$ cat config.mk
export PLATFORM = sky130hd
export DESIGN_NAME = tlb_lookup_unit
export DESIGN_NICKNAME = d
export VERILOG_FILES = /design/src/rtl/tlb_lookup_unit.sv
export SDC_FILE = /design/constraint.sdc
export NUM_CORES = 2
export LEC_CHECK = 0
export ABC_CLOCK_PERIOD_IN_PS = 7800
export BUFFER_PORTS_ARGS = -buffer_cell sky130_fd_sc_hd__clkbuf_2
export CORE_ASPECT_RATIO = 1.4
export CORE_MARGIN = 3
export CORE_UTILIZATION = 25
export CTS_CLUSTER_SIZE = 28
export DETAILED_ROUTE_END_ITERATION = 8
export PLACE_DENSITY = 0.44
export SLEW_MARGIN = 30
export SYNTH_ARGS = -nofsm -noshare
export SYNTH_HDL_FRONTEND = slang
export SYNTH_SLANG_ARGS = --single-unit
$ cat constraint.sdc
create_clock -name clk -period 7.8 [get_ports clk]
set_input_delay 1.56 -clock clk [delete_from_list [all_inputs] [get_ports clk]]
set_output_delay 1.56 -clock clk [all_outputs]
set_load 0.01 [all_outputs]
$ cat src/rtl/tlb_lookup_unit.sv
// Joint TLB for the mapped-segment path of the MEM-stage MMU.
// Performs one-cycle registered lookups, executes TLBWI/TLBWR/TLBP/TLBR,
// and maintains the Random/Wired pair. Pages are fixed at 4 KB.
module tlb_lookup_unit #(
  parameter int unsigned NUM_ENTRIES = 16,
  parameter int unsigned IDX_W       = 4
) (
  input  logic             clk,
  input  logic             rst_n,
  input  logic             req_valid,
  input  logic [31:0]      req_vaddr,
  input  logic             req_store,
  input  logic [7:0]       cur_asid,
  output logic             resp_valid,
  output logic [31:0]      resp_paddr,
  output logic             resp_uncached,
  output logic             resp_miss,
  output logic             resp_invalid,
  output logic             resp_modified,
  input  logic             tlbwi,
  input  logic             tlbwr,
  input  logic             tlbp,
  input  logic             tlbr,
  input  logic [IDX_W-1:0] cp0_index,
  input  logic [31:0]      cp0_entryhi,
  input  logic [31:0]      cp0_entrylo0,
  input  logic [31:0]      cp0_entrylo1,
  input  logic             wired_we,
  input  logic [IDX_W-1:0] wired_val,
  output logic [IDX_W-1:0] random_o,
  output logic             probe_done,
  output logic [31:0]      probe_result,
  output logic             read_done,
  output logic [31:0]      read_entryhi,
  output logic [31:0]      read_entrylo0,
  output logic [31:0]      read_entrylo1
);

  localparam logic [IDX_W-1:0] LastIdx = IDX_W'(NUM_ENTRIES - 1);

  // Entry storage
  logic        r_present [NUM_ENTRIES];
  logic [18:0] r_vpn2    [NUM_ENTRIES];
  logic [7:0]  r_asid    [NUM_ENTRIES];
  logic        r_g       [NUM_ENTRIES];
  logic [19:0] r_pfn0    [NUM_ENTRIES];
  logic [19:0] r_pfn1    [NUM_ENTRIES];
  logic [2:0]  r_c0      [NUM_ENTRIES];
  logic [2:0]  r_c1      [NUM_ENTRIES];
  logic        r_d0      [NUM_ENTRIES];
  logic        r_d1      [NUM_ENTRIES];
  logic        r_v0      [NUM_ENTRIES];
  logic        r_v1      [NUM_ENTRIES];

  logic [IDX_W-1:0] r_random;
  logic [IDX_W-1:0] r_wired;

  logic        r_resp_valid;
  logic [31:0] r_resp_paddr;
  logic        r_resp_uncached;
  logic        r_resp_miss;
  logic        r_resp_invalid;
  logic        r_resp_modified;
  logic        r_probe_done;
  logic [31:0] r_probe_result;
  logic        r_read_done;
  logic [31:0] r_read_entryhi;
  logic [31:0] r_read_entrylo0;
  logic [31:0] r_read_entrylo1;

  // Strobe decode: write beats probe, probe beats read
  logic             w_we;
  logic [IDX_W-1:0] w_widx;
  logic             w_do_probe;
  logic             w_do_read;

  assign w_we       = tlbwi | tlbwr;
  assign w_widx     = tlbwi ? cp0_index : r_random;
  assign w_do_probe = tlbp & ~w_we;
  assign w_do_read  = tlbr & ~w_we & ~tlbp;

  // CP0 fields this block ignores (EntryHi[12:8], EntryLo[31:26])
  logic w_unused;
  assign w_unused = ^{cp0_entryhi[12:8], cp0_entrylo0[31:26], cp0_entrylo1[31:26]};

  // Lookup match: descending scan so the lowest matching index wins
  logic             w_lk_hit;
  logic [IDX_W-1:0] w_lk_idx;
  always_comb begin
    w_lk_hit = 1'b0;
    w_lk_idx = '0;
    for (int i = NUM_ENTRIES - 1; i >= 0; i--) begin
      if (r_present[i] && (r_vpn2[i] == req_vaddr[31:13]) &&
          (r_g[i] || (r_asid[i] == cur_asid))) begin
        w_lk_hit = 1'b1;
        w_lk_idx = IDX_W'(i);
      end
    end
  end

  // Probe match against EntryHi, same lowest-index rule
  logic             w_pr_hit;
  logic [IDX_W-1:0] w_pr_idx;
  always_comb begin
    w_pr_hit = 1'b0;
    w_pr_idx = '0;
    for (int i = NUM_ENTRIES - 1; i >= 0; i--) begin
      if (r_present[i] && (r_vpn2[i] == cp0_entryhi[31:13]) &&
          (r_g[i] || (r_asid[i] == cp0_entryhi[7:0]))) begin
        w_pr_hit = 1'b1;
        w_pr_idx = IDX_W'(i);
      end
    end
  end

  // Page select and flag resolution (miss > invalid > modified)
  logic [19:0] w_pg_pfn;
  logic [2:0]  w_pg_c;
  logic        w_pg_d;
  logic        w_pg_v;
  logic        w_lk_miss;
  logic        w_lk_inv;
  logic        w_lk_mod;
  logic        w_lk_ok;
  always_comb begin
    w_pg_pfn  = req_vaddr[12] ? r_pfn1[w_lk_idx] : r_pfn0[w_lk_idx];
    w_pg_c    = req_vaddr[12] ? r_c1[w_lk_idx]   : r_c0[w_lk_idx];
    w_pg_d    = req_vaddr[12] ? r_d1[w_lk_idx]   : r_d0[w_lk_idx];
    w_pg_v    = req_vaddr[12] ? r_v1[w_lk_idx]   : r_v0[w_lk_idx];
    w_lk_miss = ~w_lk_hit;
    w_lk_inv  = w_lk_hit & ~w_pg_v;
    w_lk_mod  = w_lk_hit & w_pg_v & req_store & ~w_pg_d;
    w_lk_ok   = w_lk_hit & w_pg_v & ~(req_store & ~w_pg_d);
  end

  // TLBR data reconstructed in CP0 format; absent entries read as zero
  logic        w_rd_present;
  logic [31:0] w_rd_hi;
  logic [31:0] w_rd_lo0;
  logic [31:0] w_rd_lo1;
  always_comb begin
    w_rd_present = r_present[cp0_index];
    w_rd_hi      = '0;
    w_rd_lo0     = '0;
    w_rd_lo1     = '0;
    if (w_rd_present) begin
      w_rd_hi  = {r_vpn2[cp0_index], 5'b0, r_asid[cp0_index]};
      w_rd_lo0 = {6'b0, r_pfn0[cp0_index], r_c0[cp0_index], r_d0[cp0_index],
                  r_v0[cp0_index], r_g[cp0_index]};
      w_rd_lo1 = {6'b0, r_pfn1[cp0_index], r_c1[cp0_index], r_d1[cp0_index],
                  r_v1[cp0_index], r_g[cp0_index]};
    end
  end

  // Entry array update; reset only clears present bits
  always_ff @(posedge clk) begin
    if (!rst_n) begin
      for (int i = 0; i < NUM_ENTRIES; i++) begin
        r_present[i] <= 1'b0;
      end
    end else if (w_we) begin
      r_present[w_widx] <= 1'b1;
      r_vpn2[w_widx]    <= cp0_entryhi[31:13];
      r_asid[w_widx]    <= cp0_entryhi[7:0];
      r_g[w_widx]       <= cp0_entrylo0[0] & cp0_entrylo1[0];
      r_pfn0[w_widx]    <= cp0_entrylo0[25:6];
      r_c0[w_widx]      <= cp0_entrylo0[5:3];
      r_d0[w_widx]      <= cp0_entrylo0[2];
      r_v0[w_widx]      <= cp0_entrylo0[1];
      r_pfn1[w_widx]    <= cp0_entrylo1[25:6];
      r_c1[w_widx]      <= cp0_entrylo1[5:3];
      r_d1[w_widx]      <= cp0_entrylo1[2];
      r_v1[w_widx]      <= cp0_entrylo1[1];
    end
  end

  // Random counts down toward Wired, then wraps to the top entry
  always_ff @(posedge clk) begin
    if (!rst_n) begin
      r_random <= LastIdx;
      r_wired  <= '0;
    end else if (wired_we) begin
      r_wired  <= wired_val;
      r_random <= LastIdx;
    end else if ((r_wired >= LastIdx) || (r_random <= r_wired)) begin
      r_random <= LastIdx;
    end else begin
      r_random <= r_random - IDX_W'(1);
    end
  end

  // Registered lookup, probe and read responses
  always_ff @(posedge clk) begin
    if (!rst_n) begin
      r_resp_valid    <= 1'b0;
      r_resp_paddr    <= '0;
      r_resp_uncached <= 1'b0;
      r_resp_miss     <= 1'b0;
      r_resp_invalid  <= 1'b0;
      r_resp_modified <= 1'b0;
      r_probe_done    <= 1'b0;
      r_probe_result  <= '0;
      r_read_done     <= 1'b0;
      r_read_entryhi  <= '0;
      r_read_entrylo0 <= '0;
      r_read_entrylo1 <= '0;
    end else begin
      r_resp_valid    <= req_valid;
      r_resp_miss     <= req_valid & w_lk_miss;
      r_resp_invalid  <= req_valid & w_lk_inv;
      r_resp_modified <= req_valid & w_lk_mod;
      r_resp_uncached <= req_valid & w_lk_ok & (w_pg_c == 3'd2);
      r_resp_paddr    <= (req_valid && w_lk_ok) ? {w_pg_pfn, req_vaddr[11:0]} : 32'h0;
      r_probe_done    <= w_do_probe;
      if (w_do_probe) begin
        r_probe_result <= w_pr_hit ? {{(32 - IDX_W){1'b0}}, w_pr_idx} : 32'h8000_0000;
      end
      r_read_done <= w_do_read;
      if (w_do_read) begin
        r_read_entryhi  <= w_rd_hi;
        r_read_entrylo0 <= w_rd_lo0;
        r_read_entrylo1 <= w_rd_lo1;
      end
    end
  end

  assign resp_valid    = r_resp_valid;
  assign resp_paddr    = r_resp_paddr;
  assign resp_uncached = r_resp_uncached;
  assign resp_miss     = r_resp_miss;
  assign resp_invalid  = r_resp_invalid;
  assign resp_modified = r_resp_modified;
  assign random_o      = r_random;
  assign probe_done    = r_probe_done;
  assign probe_result  = r_probe_result;
  assign read_done     = r_read_done;
  assign read_entryhi  = r_read_entryhi;
  assign read_entrylo0 = r_read_entrylo0;
  assign read_entrylo1 = r_read_entrylo1;

endmodule

==> results.sh <==
export IMPL_r2r_end="resp_uncached$_SDFF_PN0_"
export IMPL_ff2ff_setup_slack_ps=2700
export IMPL_postSynthCellCount=4959
export IMPL_ys_flop_type="edfxtp_1"
export IMPL_max_freq_mhz=169
export IMPL_drv_slew=0
export IMPL_yosysUniqueCellTypes=81
export IMPL_syn_avg_cell_area_um2=14.4
export IMPL_grt_pass1_wl_um=394000
export IMPL_clk_pin_slew_worst_paths_ps=60
export IMPL_drive_above_1_share=0.225
export IMPL_antenna_found_initial=36
export IMPL_grt_overflow_total=0
export IMPL_area_growth_pct=15.9
export IMPL_leakage_nw=26.6
export IMPL_grt_pass1_vias=47100
export IMPL_min_path_type="reg2reg"
export IMPL_drcViolationCount=0
export IMPL_die_w_um=457
export IMPL_max_stage_delay_ps=620
export IMPL_ys_seq_area_frac=0.567
export IMPL_cts_buffer_depth=4
export IMPL_via_per_inst=5.11
export IMPL_io_buffer_count=262
export IMPL_ant_nets=0
export IMPL_worst_pin_slew_ps=1100
export IMPL_dr_pass1_iters=6
export IMPL_die_height_um=638
export IMPL_ys_seq_elements=1394
export IMPL_powerDensity_nw_per_um2=210
export IMPL_path_class="in2reg"
export IMPL_cts_root_buf="clkbuf_16"
export IMPL_worstPathMaxFanout=21
export IMPL_start_kind="input pin"
export IMPL_synth_area_top_cells="edfxtp_1 53%, mux4_2 13%, xor2_1 7.8%"
export IMPL_routed_wl_um=289000
export IMPL_path_cells="clkbuf_2, xnor2_1, nor4b_1, nand3_1, or4_1, a211oi_1, o311a_1, o21a_4, mux4_2, mux2_4, o211ai_2, or3b_4, buf_12, nor3_4"
export IMPL_cts_buffers=164
export IMPL_cts_hold_buf=0
export IMPL_ys_warn_count=0
export IMPL_slowest_stage="or4_1"
export IMPL_crit_buf_inv=2
export IMPL_fin_skew_ps=103
export IMPL_dr_total_vias=46500
export IMPL_syn_cell_area_um2=71300
export IMPL_h_tree_depth=4
export IMPL_synth_largest_area_cell="edfxtp_1"
export IMPL_setup_tns_ps=0
export IMPL_synth_edf_count=1248
export IMPL_vdd_ir_drop_worst_v=0.000146
export IMPL_reg2reg_from="r_asid[9][6]$_DFFE_PP_"
export IMPL_final_common_cell="edfxtp_1"
export IMPL_cts_sinks=1394
export IMPL_grt_max_degree=82
export IMPL_wl_per_cell_um=31.8
export IMPL_cts_tree="built"
export IMPL_hold_viol_final=0
export IMPL_core_rowCount=231
export IMPL_place_congestion=0.953
export IMPL_die_area_um2=292000
export IMPL_clk_latency_ps=860
export IMPL_multi_input_area_um2=29200
export IMPL_num_io_pins=324
export IMPL_status="finished clean"
export IMPL_period_share=0.761
export IMPL_min_period_ps=5930
export IMPL_start_util=0.252
export IMPL_synth_top_cell_area_share=0.526
export IMPL_drt_iter0_markers=4309
export IMPL_grt_total_usage=0.192
export IMPL_cp_top_family="simple AND/OR/NAND/NOR gates"
export IMPL_hold_start="random_o[0]$_SDFF_PP1_"
export IMPL_final_cell_mix="1248 x edfxtp_1, 639 x xor2_1, 396 x mux4_2"
export IMPL_ys_async_sr_fraction=0
export IMPL_post_cts_buffers=0
export IMPL_crit_path_end_kind="flip-flop"
export IMPL_grt_setup_unrepaired="no"
export IMPL_slew_headroom=0.266
export IMPL_setup_viol=0
export IMPL_stdcell_area_um2=82700
export IMPL_dp_hpwl_um=192000
export IMPL_max_cap_viol_count=0
export IMPL_place_area_um2=77300
export IMPL_required_ps=8450
export IMPL_core_area_um2=283000
export IMPL_hold_depth=1
export IMPL_regArea_um2=40400
export IMPL_nNetsFinal=5366
export IMPL_cts_resized=0
export IMPL_arrival_ps=6590
export IMPL_fill_cells=28500
export IMPL_min_to="random_o[0]$_SDFF_PP1_"
export IMPL_reg2reg_depth=15
## worst reg2reg max path, delay by kind of cell (launching register included)
family,cells,cell delay [ps]
compound gates,6,1330
xor+xnor,1,210
buf+inv,2,650
flops,1,470
simple gates,6,2330
## sequential cells by signal, summed over array words and instances, names as in the netlist, 4 cells and up
| register | cells |
|---|---|
| r_wired | 4 |
| random_o | 4 |
| r_g | 16 |
| r_d1 | 16 |
| r_c0 | 48 |
| r_d0 | 16 |
| read_entryhi | 27 |
| r_pfn0 | 320 |
| r_asid | 128 |
| r_vpn2 | 304 |
| r_v0 | 16 |
| probe_result | 5 |
| r_present | 16 |
| r_pfn1 | 320 |
| read_entrylo1 | 26 |
| r_c1 | 48 |
| r_v1 | 16 |
| read_entrylo0 | 25 |
| resp_paddr | 32 |
## Yosys cell counts (21+ instances only)
cell / count
nor4b_1: 47
mux2_2: 45
buf_1: 62
dfxtp_1: 146
buf_2: 52
nor4_1: 215
xor2_1: 639
a21boi_0: 78
o22ai_1: 38
clkbuf_1: 165
mux4_2: 397
xnor2_1: 226
a22oi_1: 21
edfxtp_1: 1248
mux2i_1: 261
nand4_1: 91
o21ai_0: 85
buf_4: 68
buf_6: 34
nand2_1: 211
or4_1: 25
nand3_1: 135
nor2_1: 330
a21oi_1: 92
## cell type report
class                   count  share of cell area
inverters                  22             0.00109
clock inverters            74             0.00967
clock buffers             217              0.0544
well taps                3728              0.0564
multi-input cells        3203               0.353
repair buffers            423              0.0354
diodes                     28            0.000848
flip-flops and latches   1394               0.489
## cells by family after synthesis
family          after synthesis  share of synthesized area
simple gates               1163                     0.0875
compound gates              421                     0.0393
buf+inv                     405                     0.0298
mux                         704                      0.169
fa+ha+maj                     5                   0.000877
other cells                   1                  0.0000526
flops                      1394                      0.567
xor+xnor                    866                      0.106
## stage by stage
step | worst slack (ps) | power, mW | cells | utilization | hold WS [ps]
4_1_cts | 1860 | 17.6 | 9060 | 0.291 | 455
2_1_floorplan | 986 | 9.16 | 5002 | - | 435
3_3_place_gp | 915 | 9.71 | 8768 | 0.273 | 430
6_report | 1870 | 17.3 | 9089 | 0.292 | 447
3_5_place_dp | 1010 | 9.71 | 8769 | 0.273 | 443
5_1_grt | 1780 | 17.9 | 9082 | 0.292 | 468
## routing by layer
metal  share of wire  GRT usage
met1            0.38      0.224
met2            0.51      0.338
met3           0.054     0.0289
met4           0.061      0.106
met5         0.00033          0
## worst max-delay path by stage
stage | startpoint | endpoint | slack [ps] | cells after the start
after global routing | req_vaddr[20] | resp_uncached$_SDFF_PN0_ | 1780 | 16
final | req_vaddr[26] | resp_paddr[13]$_SDFF_PN0_ | 1870 | 14
after detailed placement | cur_asid[4] | resp_uncached$_SDFF_PN0_ | 1010 | 16
after floorplan | cp0_index[0] | r_asid[3][0]$_DFFE_PP_ | 990 | 7
after CTS | cur_asid[4] | resp_uncached$_SDFF_PN0_ | 1860 | 16
after global placement | cur_asid[4] | resp_paddr[18]$_SDFF_PN0_ | 920 | 14
## report_power, final
part,internal [mW],switching [mW],total (mW)
clock network,4.55,3.23,7.78
registers,8.20,0.0501,8.25
logic,0.446,0.844,1.29
total,13.2,4.13,17.3
No activity file was read; power rests on OpenSTA's default activity.
